## config.mk

```make
export PLATFORM = sky130hd
export DESIGN_NAME = sobel_gradient_products
export DESIGN_NICKNAME = d
export VERILOG_FILES = /design/src/rtl/sobel_gradient_products.sv
export SDC_FILE = /design/constraint.sdc
export NUM_CORES = 1
export LEC_CHECK = 0
export BUFFER_PORTS_ARGS = -buffer_cell sky130_fd_sc_hd__buf_2
export CAP_MARGIN = 20
export CORE_MARGIN = 1.5
export CORE_UTILIZATION = 43
export CTS_CLUSTER_SIZE = 12
export DETAILED_ROUTE_END_ITERATION = 6
export PLACE_DENSITY = 0.71
export SETUP_SLACK_MARGIN = 0.2
export SLEW_MARGIN = 10
export SYNTH_ARGS = -nofsm -noshare
export SYNTH_HDL_FRONTEND = slang
export SYNTH_SLANG_ARGS = --single-unit
```

## constraint.sdc

```tcl
create_clock -name clk -period 6 [get_ports clk]
set_input_delay 0.6 -clock clk [delete_from_list [all_inputs] [get_ports clk]]
set_output_delay 0.6 -clock clk [all_outputs]
set_load 0.01 [all_outputs]
```

## src/rtl/sobel_gradient_products.sv

```systemverilog
// Three-stage Sobel Ix/Iy gradient and structure-tensor product stage with column/row/frame tagging.
// Optional macro SOBEL_BORDER_ZERO_EN: products of border-tagged windows are forced to zero.
module sobel_gradient_products #(
  parameter int DW       = 8,
  parameter int LINE_W   = 512,
  parameter int NUM_ROWS = 510,
  parameter int GW       = DW + 3,
  parameter int PW       = 2 * GW
) (
  input  logic                 clk,
  input  logic                 reset,
  input  logic [9*DW-1:0]      in_window,
  input  logic                 in_valid,
  output logic signed [PW-1:0] out_ixx,
  output logic signed [PW-1:0] out_iyy,
  output logic signed [PW-1:0] out_ixy,
  output logic                 out_valid,
  output logic                 out_border,
  output logic [8:0]           out_col,
  output logic                 out_frame_end
);

  localparam int              RW       = (NUM_ROWS > 1) ? $clog2(NUM_ROWS) : 1;
  localparam logic [8:0]      COL_LAST = 9'(LINE_W - 1);
  localparam logic [RW-1:0]   ROW_LAST = RW'(NUM_ROWS - 1);

  // Position counters
  logic [8:0]    r_col;
  logic [RW-1:0] r_row;
  logic          w_col_last;
  logic          w_row_last;
  logic          w_border;
  logic          w_frame_end;

  assign w_col_last  = (r_col == COL_LAST);
  assign w_row_last  = (r_row == ROW_LAST);
  assign w_border    = (r_col == 9'd0) || w_col_last || (r_row == '0) || w_row_last;
  assign w_frame_end = w_col_last && w_row_last;

  always_ff @(posedge clk) begin
    if (reset) begin
      r_col <= '0;
      r_row <= '0;
    end else if (in_valid) begin
      if (w_col_last) begin
        r_col <= '0;
        r_row <= w_row_last ? '0 : r_row + 1'b1;
      end else begin
        r_col <= r_col + 1'b1;
      end
    end
  end

  // S1: capture window; tags are gated by valid so idle slots carry all-zero tags
  logic [9*DW-1:0] r_s1_win;
  logic            r_s1_valid;
  logic            r_s1_border;
  logic            r_s1_fend;
  logic [8:0]      r_s1_col;

  always_ff @(posedge clk) begin
    if (reset) begin
      r_s1_win    <= '0;
      r_s1_valid  <= 1'b0;
      r_s1_border <= 1'b0;
      r_s1_fend   <= 1'b0;
      r_s1_col    <= '0;
    end else begin
      r_s1_win    <= in_window;
      r_s1_valid  <= in_valid;
      r_s1_border <= in_valid & w_border;
      r_s1_fend   <= in_valid & w_frame_end;
      r_s1_col    <= in_valid ? r_col : 9'd0;
    end
  end

  // S2: Sobel kernels on zero-extended pixels; +/-4*(2^DW-1) always fits in GW signed bits
  logic [GW-1:0]        w_pix [9];
  logic [GW-1:0]        w_pos_x;
  logic [GW-1:0]        w_neg_x;
  logic [GW-1:0]        w_pos_y;
  logic [GW-1:0]        w_neg_y;
  logic signed [GW-1:0] w_ix;
  logic signed [GW-1:0] w_iy;

  for (genvar gi = 0; gi < 9; gi++) begin : g_unpack
    assign w_pix[gi] = GW'(r_s1_win[gi*DW +: DW]);
  end

  assign w_pos_x = w_pix[2] + (w_pix[5] << 1) + w_pix[8];
  assign w_neg_x = w_pix[0] + (w_pix[3] << 1) + w_pix[6];
  assign w_pos_y = w_pix[6] + (w_pix[7] << 1) + w_pix[8];
  assign w_neg_y = w_pix[0] + (w_pix[1] << 1) + w_pix[2];
  assign w_ix    = $signed(w_pos_x - w_neg_x);
  assign w_iy    = $signed(w_pos_y - w_neg_y);

  logic signed [GW-1:0] r_s2_ix;
  logic signed [GW-1:0] r_s2_iy;
  logic                 r_s2_valid;
  logic                 r_s2_border;
  logic                 r_s2_fend;
  logic [8:0]           r_s2_col;

  always_ff @(posedge clk) begin
    if (reset) begin
      r_s2_ix     <= '0;
      r_s2_iy     <= '0;
      r_s2_valid  <= 1'b0;
      r_s2_border <= 1'b0;
      r_s2_fend   <= 1'b0;
      r_s2_col    <= '0;
    end else begin
      r_s2_ix     <= w_ix;
      r_s2_iy     <= w_iy;
      r_s2_valid  <= r_s1_valid;
      r_s2_border <= r_s1_border;
      r_s2_fend   <= r_s1_fend;
      r_s2_col    <= r_s1_col;
    end
  end

  // S3: full-precision signed products
  logic signed [PW-1:0] w_ixx;
  logic signed [PW-1:0] w_iyy;
  logic signed [PW-1:0] w_ixy;
  logic                 w_zero;

  assign w_ixx = PW'(r_s2_ix) * PW'(r_s2_ix);
  assign w_iyy = PW'(r_s2_iy) * PW'(r_s2_iy);
  assign w_ixy = PW'(r_s2_ix) * PW'(r_s2_iy);

`ifdef SOBEL_BORDER_ZERO_EN
  assign w_zero = r_s2_border;
`else
  assign w_zero = 1'b0;
`endif

  logic signed [PW-1:0] r_ixx;
  logic signed [PW-1:0] r_iyy;
  logic signed [PW-1:0] r_ixy;
  logic                 r_valid;
  logic                 r_border;
  logic                 r_fend;
  logic [8:0]           r_out_col;

  always_ff @(posedge clk) begin
    if (reset) begin
      r_ixx     <= '0;
      r_iyy     <= '0;
      r_ixy     <= '0;
      r_valid   <= 1'b0;
      r_border  <= 1'b0;
      r_fend    <= 1'b0;
      r_out_col <= '0;
    end else begin
      r_ixx     <= w_zero ? '0 : w_ixx;
      r_iyy     <= w_zero ? '0 : w_iyy;
      r_ixy     <= w_zero ? '0 : w_ixy;
      r_valid   <= r_s2_valid;
      r_border  <= r_s2_border;
      r_fend    <= r_s2_fend;
      r_out_col <= r_s2_col;
    end
  end

  assign out_ixx       = r_ixx;
  assign out_iyy       = r_iyy;
  assign out_ixy       = r_ixy;
  assign out_valid     = r_valid;
  assign out_border    = r_border;
  assign out_frame_end = r_fend;
  assign out_col       = r_out_col;

endmodule

```

; ---- Word-level counts from Yosys, hierarchy flattened
; Cells that the tools add are included.
[totals]
register_bits = 214
input_bits = 75
wordCells = 50
out_inout_bits = 78
[classes]
multipliers = 3
bitwise_logic = 3
reduce_logical = 8
n_eq_ne = 2
n_mux = 2
addsub = 12
[ops]
columns = operator, count
row1 = $mul 11x11->22, 3
row2 = $add 10x8->11, 4
row3 = $add 8x9->10, 4
row4 = $sub 11x11->11, 2
row5 = $add 9x1->9 const B, 2
row6 = $eq 9x9->1 const B, 2
row7 = $logic_not 9->1, 2
row8 = $mux 9, 2
row9 = $logic_or 1x1->1, 3
row10 = $and 1x1->1, 2
row11 = $reduce_and 2->1, 1
row12 = $reduce_or 2->1, 1
row13 = $logic_and 1x1->1, 1
row14 = $not 1->1, 1

; ---- Depth between registers and ports, before layout
[logic_depth]
depth_word = 5
ltp_mapped = 21
depth_no_buf = 20

; ---- Worst setup path after synthesis
; Ideal clock, no wire load.
[synth_path]
path_type = reg-to-reg
from = register r_s2_iy[10]
to = register r_iyy[20] (netlist: out_iyy[20])
stages_incl_launch_ff = 19
setup_ns = 0.123
arrival_time_ns = 5.206
n_path_buf = 2
synth_period_minus_slack_ns = 5.329
path_slack_ns = 0.671
required_ns = 5.877
path_cell_list = dfxtp_1 clkbuf_1 clkbuf_1 nand2_1 fa_1 inv_1 fa_1 fa_1 fa_1 inv_1 fa_1 inv_1 ha_1 o21ai_0 a21oi_1 o211ai_1 a221o_2 a31oi_1 mux2_1
[synth_via]
elab_chain_len = 1
[synth_rtl]
columns = element, line_no
row1 = from (decl), 98  ; logic signed [GW-1:0] r_s2_iy;
row2 = from (signal assigned), 114  ; r_s2_iy <= w_iy;
row3 = $mul 11x11->22, 129  ; assign w_iyy = PW'(r_s2_iy) * PW'(r_s2_iy);
row4 = to (signal assigned), 157  ; r_iyy <= w_zero ? '0 : w_iyy;
row5 = to (decl), 139  ; logic signed [PW-1:0] r_iyy;
; No other way between the ends.
; A chain may end at the register's enable or synchronous reset.

; ---- Final worst setup path
[layout_path]
from = register r_s2_ix[4]
to = register r_ixy[21] (netlist: out_ixy[21])
[layout_via]
elab_chain_len = 1
[layout_rtl]
columns = element, line_no
row1 = from (decl), 97  ; logic signed [GW-1:0] r_s2_ix;
row2 = from (signal assigned), 113  ; r_s2_ix <= w_ix;
row3 = $mul 11x11->22, 130  ; assign w_ixy = PW'(r_s2_ix) * PW'(r_s2_iy);
row4 = to (signal assigned), 158  ; r_ixy <= w_zero ? '0 : w_ixy;
row5 = to (decl), 140  ; logic signed [PW-1:0] r_ixy;
; No other way between the ends.

==> summary.md <==
| Metric | Value |
|---|---|
| Detailed Place HPWL | `35200 um` |
| Slew HR | `48.0%` |
| Port bufs | `142` |
| GP Congestion | `0.865` |
| Synthesized area per cell | `9.52 um^2` |
| Peak fanout along the critical path | `9` |
| Initial DRC Count | `720` |
| Period utilization | `93.6%` |
| Layout cell share with drive strength beyond 1 | `11.3%` |
| First-pass GRT wire length | `73800 um` |
| Nets | `2993` |
| Inserted Diodes | `0` |
| Clock transition at path regs | `0.06 ns` |
| Initial antenna violation count | `0` |
| WS Path Type | `reg -> reg` |
| YS warnings | `0` |
| CTS hold repair buffers | `0` |
| Syn Inst Count | `2221` |
| Slew at the pin closest to its max-slew limit | `0.780 ns` |
| DP Cell Count | `3003` |
| Htree depth | `1` |
| Root Driver | `clkbuf_16` |
| Sequential share of the synthesized area | `19.3%` |
| Starting Density | `43.4%` |
| Drt wl/cell | `14.1 um` |
| Final Hold Fails | `0` |
| Top Ports | `153` |
| CP endpoint kind | `flop` |
| Count of cell types in the netlist | `66` |
| Setup-failing EPs final | `0` |
| Post-CTS Setup Inserts | `0` |
| Area delta synth->final | `12.1%` |
| # DRC | `0` |
| Die Y | `225 um` |
| Mapped cell area | `21100 um^2` |
| Critical path launch point type | `flop` |
| Arr. time, crit path | `6.05 ns` |
| GR Overflow Total | `0` |
| RSZ-0062 raised after global routing | `no` |
| Seq cells post-synth | `204` |
| Clock sink total | `204` |
| DIE AREA | `50500 um^2` |
| Skew final | `0.0238 ns` |
| Max_cap viols | `0` |
| Vias in the first global route | `15800` |
| EDFF count, synth | `0` |
| Layout Cells excl Fill | `3051` |
| Pin count of the biggest net entering global routing | `85` |
| Multi-input gate area | `14900 um^2` |
| Die width | `225 um` |
| Routed wire length | `43100 um` |
| Reg2Reg Setup Slack | `0.38 ns` |
| Num rows | `81` |
| Overall Global Routing Usage | `17.9%` |
| Clk_lat worst skew | `0.57 ns` |
| Min-delay worst type | `in -> reg` |
| Via count | `14800` |
| Fin. max-slew vios | `0` |
| Most used DFF post-synth | `dfxtp_1` |
| Filler cell count | `4475` |
| Tmin final | `5.62 ns` |
| Register Area | `4090 um^2` |
| Total negative slack | `0 ns` |
| Routed Antenna Nets | `0` |
| CTS buffer count | `26` |
| 1st-pass router iterations | `5` |
| Vias per inst | `4.84` |
| CTS tree | `yes` |
| Core box area | `48700 um^2` |
| Maximum clock frequency | `178 MHz` |
| Post_cts resized | `0` |
| Fin util | `48.6%` |
| Critical path required time | `6.43 ns` |
| Bufs on Longest Clock Path | `3` |
| Setup ws final | `0.383 ns` |
| Pre-CTS setup slack | `0.344 ns` |
| Outcome | `finished, final reports clean` |
| Async SR Flop Fraction | `0%` |
==> synthesized netlist by cell type (8+ instances only) <==
cell type,count,area share [%]
and3_1,8,0.24
a21o_1,11,0.39
nand2_1,167,3.0
a31oi_1,12,0.36
o21ai_0,29,0.69
a21oi_1,56,1.3
clkbuf_1,65,1.2
xor2_1,23,0.95
mux2_2,9,0.48
nand2b_1,12,0.36
nand3_1,12,0.28
nor2b_1,133,3.9
dfxtp_1,204,19
inv_1,495,8.8
and2_1,92,2.7
xnor2_1,53,2.2
o21a_1,17,0.60
nor2_1,126,2.2
buf_1,8,0.14
fa_1,380,36
ha_1,171,10
nor3_1,38,0.90
==> placed cells by master (no fill, tap or decap), types with 7 or more instances in the layout <==
cell,count
nand2b_1,12
dfxtp_1,197
mux2_2,9
a21oi_1,55
buf_4,49
inv_1,495
ha_1,171
nand2_1,167
nand3_1,12
buf_2,141
o21a_1,17
fa_1,380
and2_1,92
nor2_1,126
a211oi_1,7
nor2b_1,133
xor2_1,23
nor3_1,38
xnor2_1,53
and3_1,8
dfxtp_2,7
a21o_1,11
o21ai_0,29
clkbuf_16,27
clkinv_2,7
o31ai_1,7
a31oi_1,12
==> cell families after synthesis <==
group,count (synthesis),synth area share (%)
AND/OR/NAND/NOR,623,14.8
buffers and inverters,570,10.2
adder cells (fa/ha/maj),551,46.1
flip-flops,204,19.3
AO/OA/AOI/OAI,184,5.79
XOR/XNOR,76,3.15
multiplexers,12,0.627
other,1,0.0177
==> cell type report <==
class / instances / share of cell area (%)
multi-input cells: 1448 / 63.0
flip-flops and latches: 204 / 17.3
inverters: 495 / 7.84
repair buffers: 192 / 4.66
well taps: 664 / 3.50
clock buffers: 33 / 3.07
clock inverters: 15 / 0.707
==> critical path, stage by stage (launching register included) <==
cell and delay, ns:
dfxtp_1 0.62, buf_4 0.27, and2_1 0.17, fa_1 0.41
fa_1 0.53, fa_1 0.45, fa_1 0.49, inv_1 0.05
fa_1 0.47, inv_1 0.04, ha_1 0.33, a21oi_1 0.19
o21ai_0 0.17, or3_1 0.39, o2111ai_1 0.35, o211a_1 0.22
mux2_2 0.32
==> metrics by stage <==
stage               hold WS, ns  area (um^2)
global route              0.222        23700
finish                    0.249        23700
CTS                       0.210        23700
detailed placement        0.422        22800
global placement          0.420        22800
floorplan                 0.414        21100
==> flip-flops by register name, indices dropped and copies added, names as in the netlist, 9 cells and up <==
signal    cells
r_row         9
r_s2_col      9
r_s1_win     64
r_s1_col      9
r_s2_ix      11
out_col       9
out_ixx      21
out_iyy      21
r_col         9
out_ixy      22
r_s2_iy      11
==> metal layers <==
layer  global-route usage [%]  wire, um  vias up
met5                        0         0        -
met4                     5.37      1200        0
met3                     2.66      2500       74
met2                     31.8     21600      368
met1                     22.5     17800     7325
li1                         -         -     6985
==> path summary, 6_finish.rpt <==
check | startpoint | to | cells past startpoint
hold reg to reg | r_s2_col[0] | out_col[0] | 1
setup / recovery | r_s2_ix[4] | out_ixy[21] | 16
hold / removal | in_window[46] | r_s1_win[46] | 2
setup reg to reg | r_s2_ix[4] | out_ixy[21] | 16
Power is not shown: default switching activity piles up to over one toggle a cycle in this logic, so the estimate is an artifact.
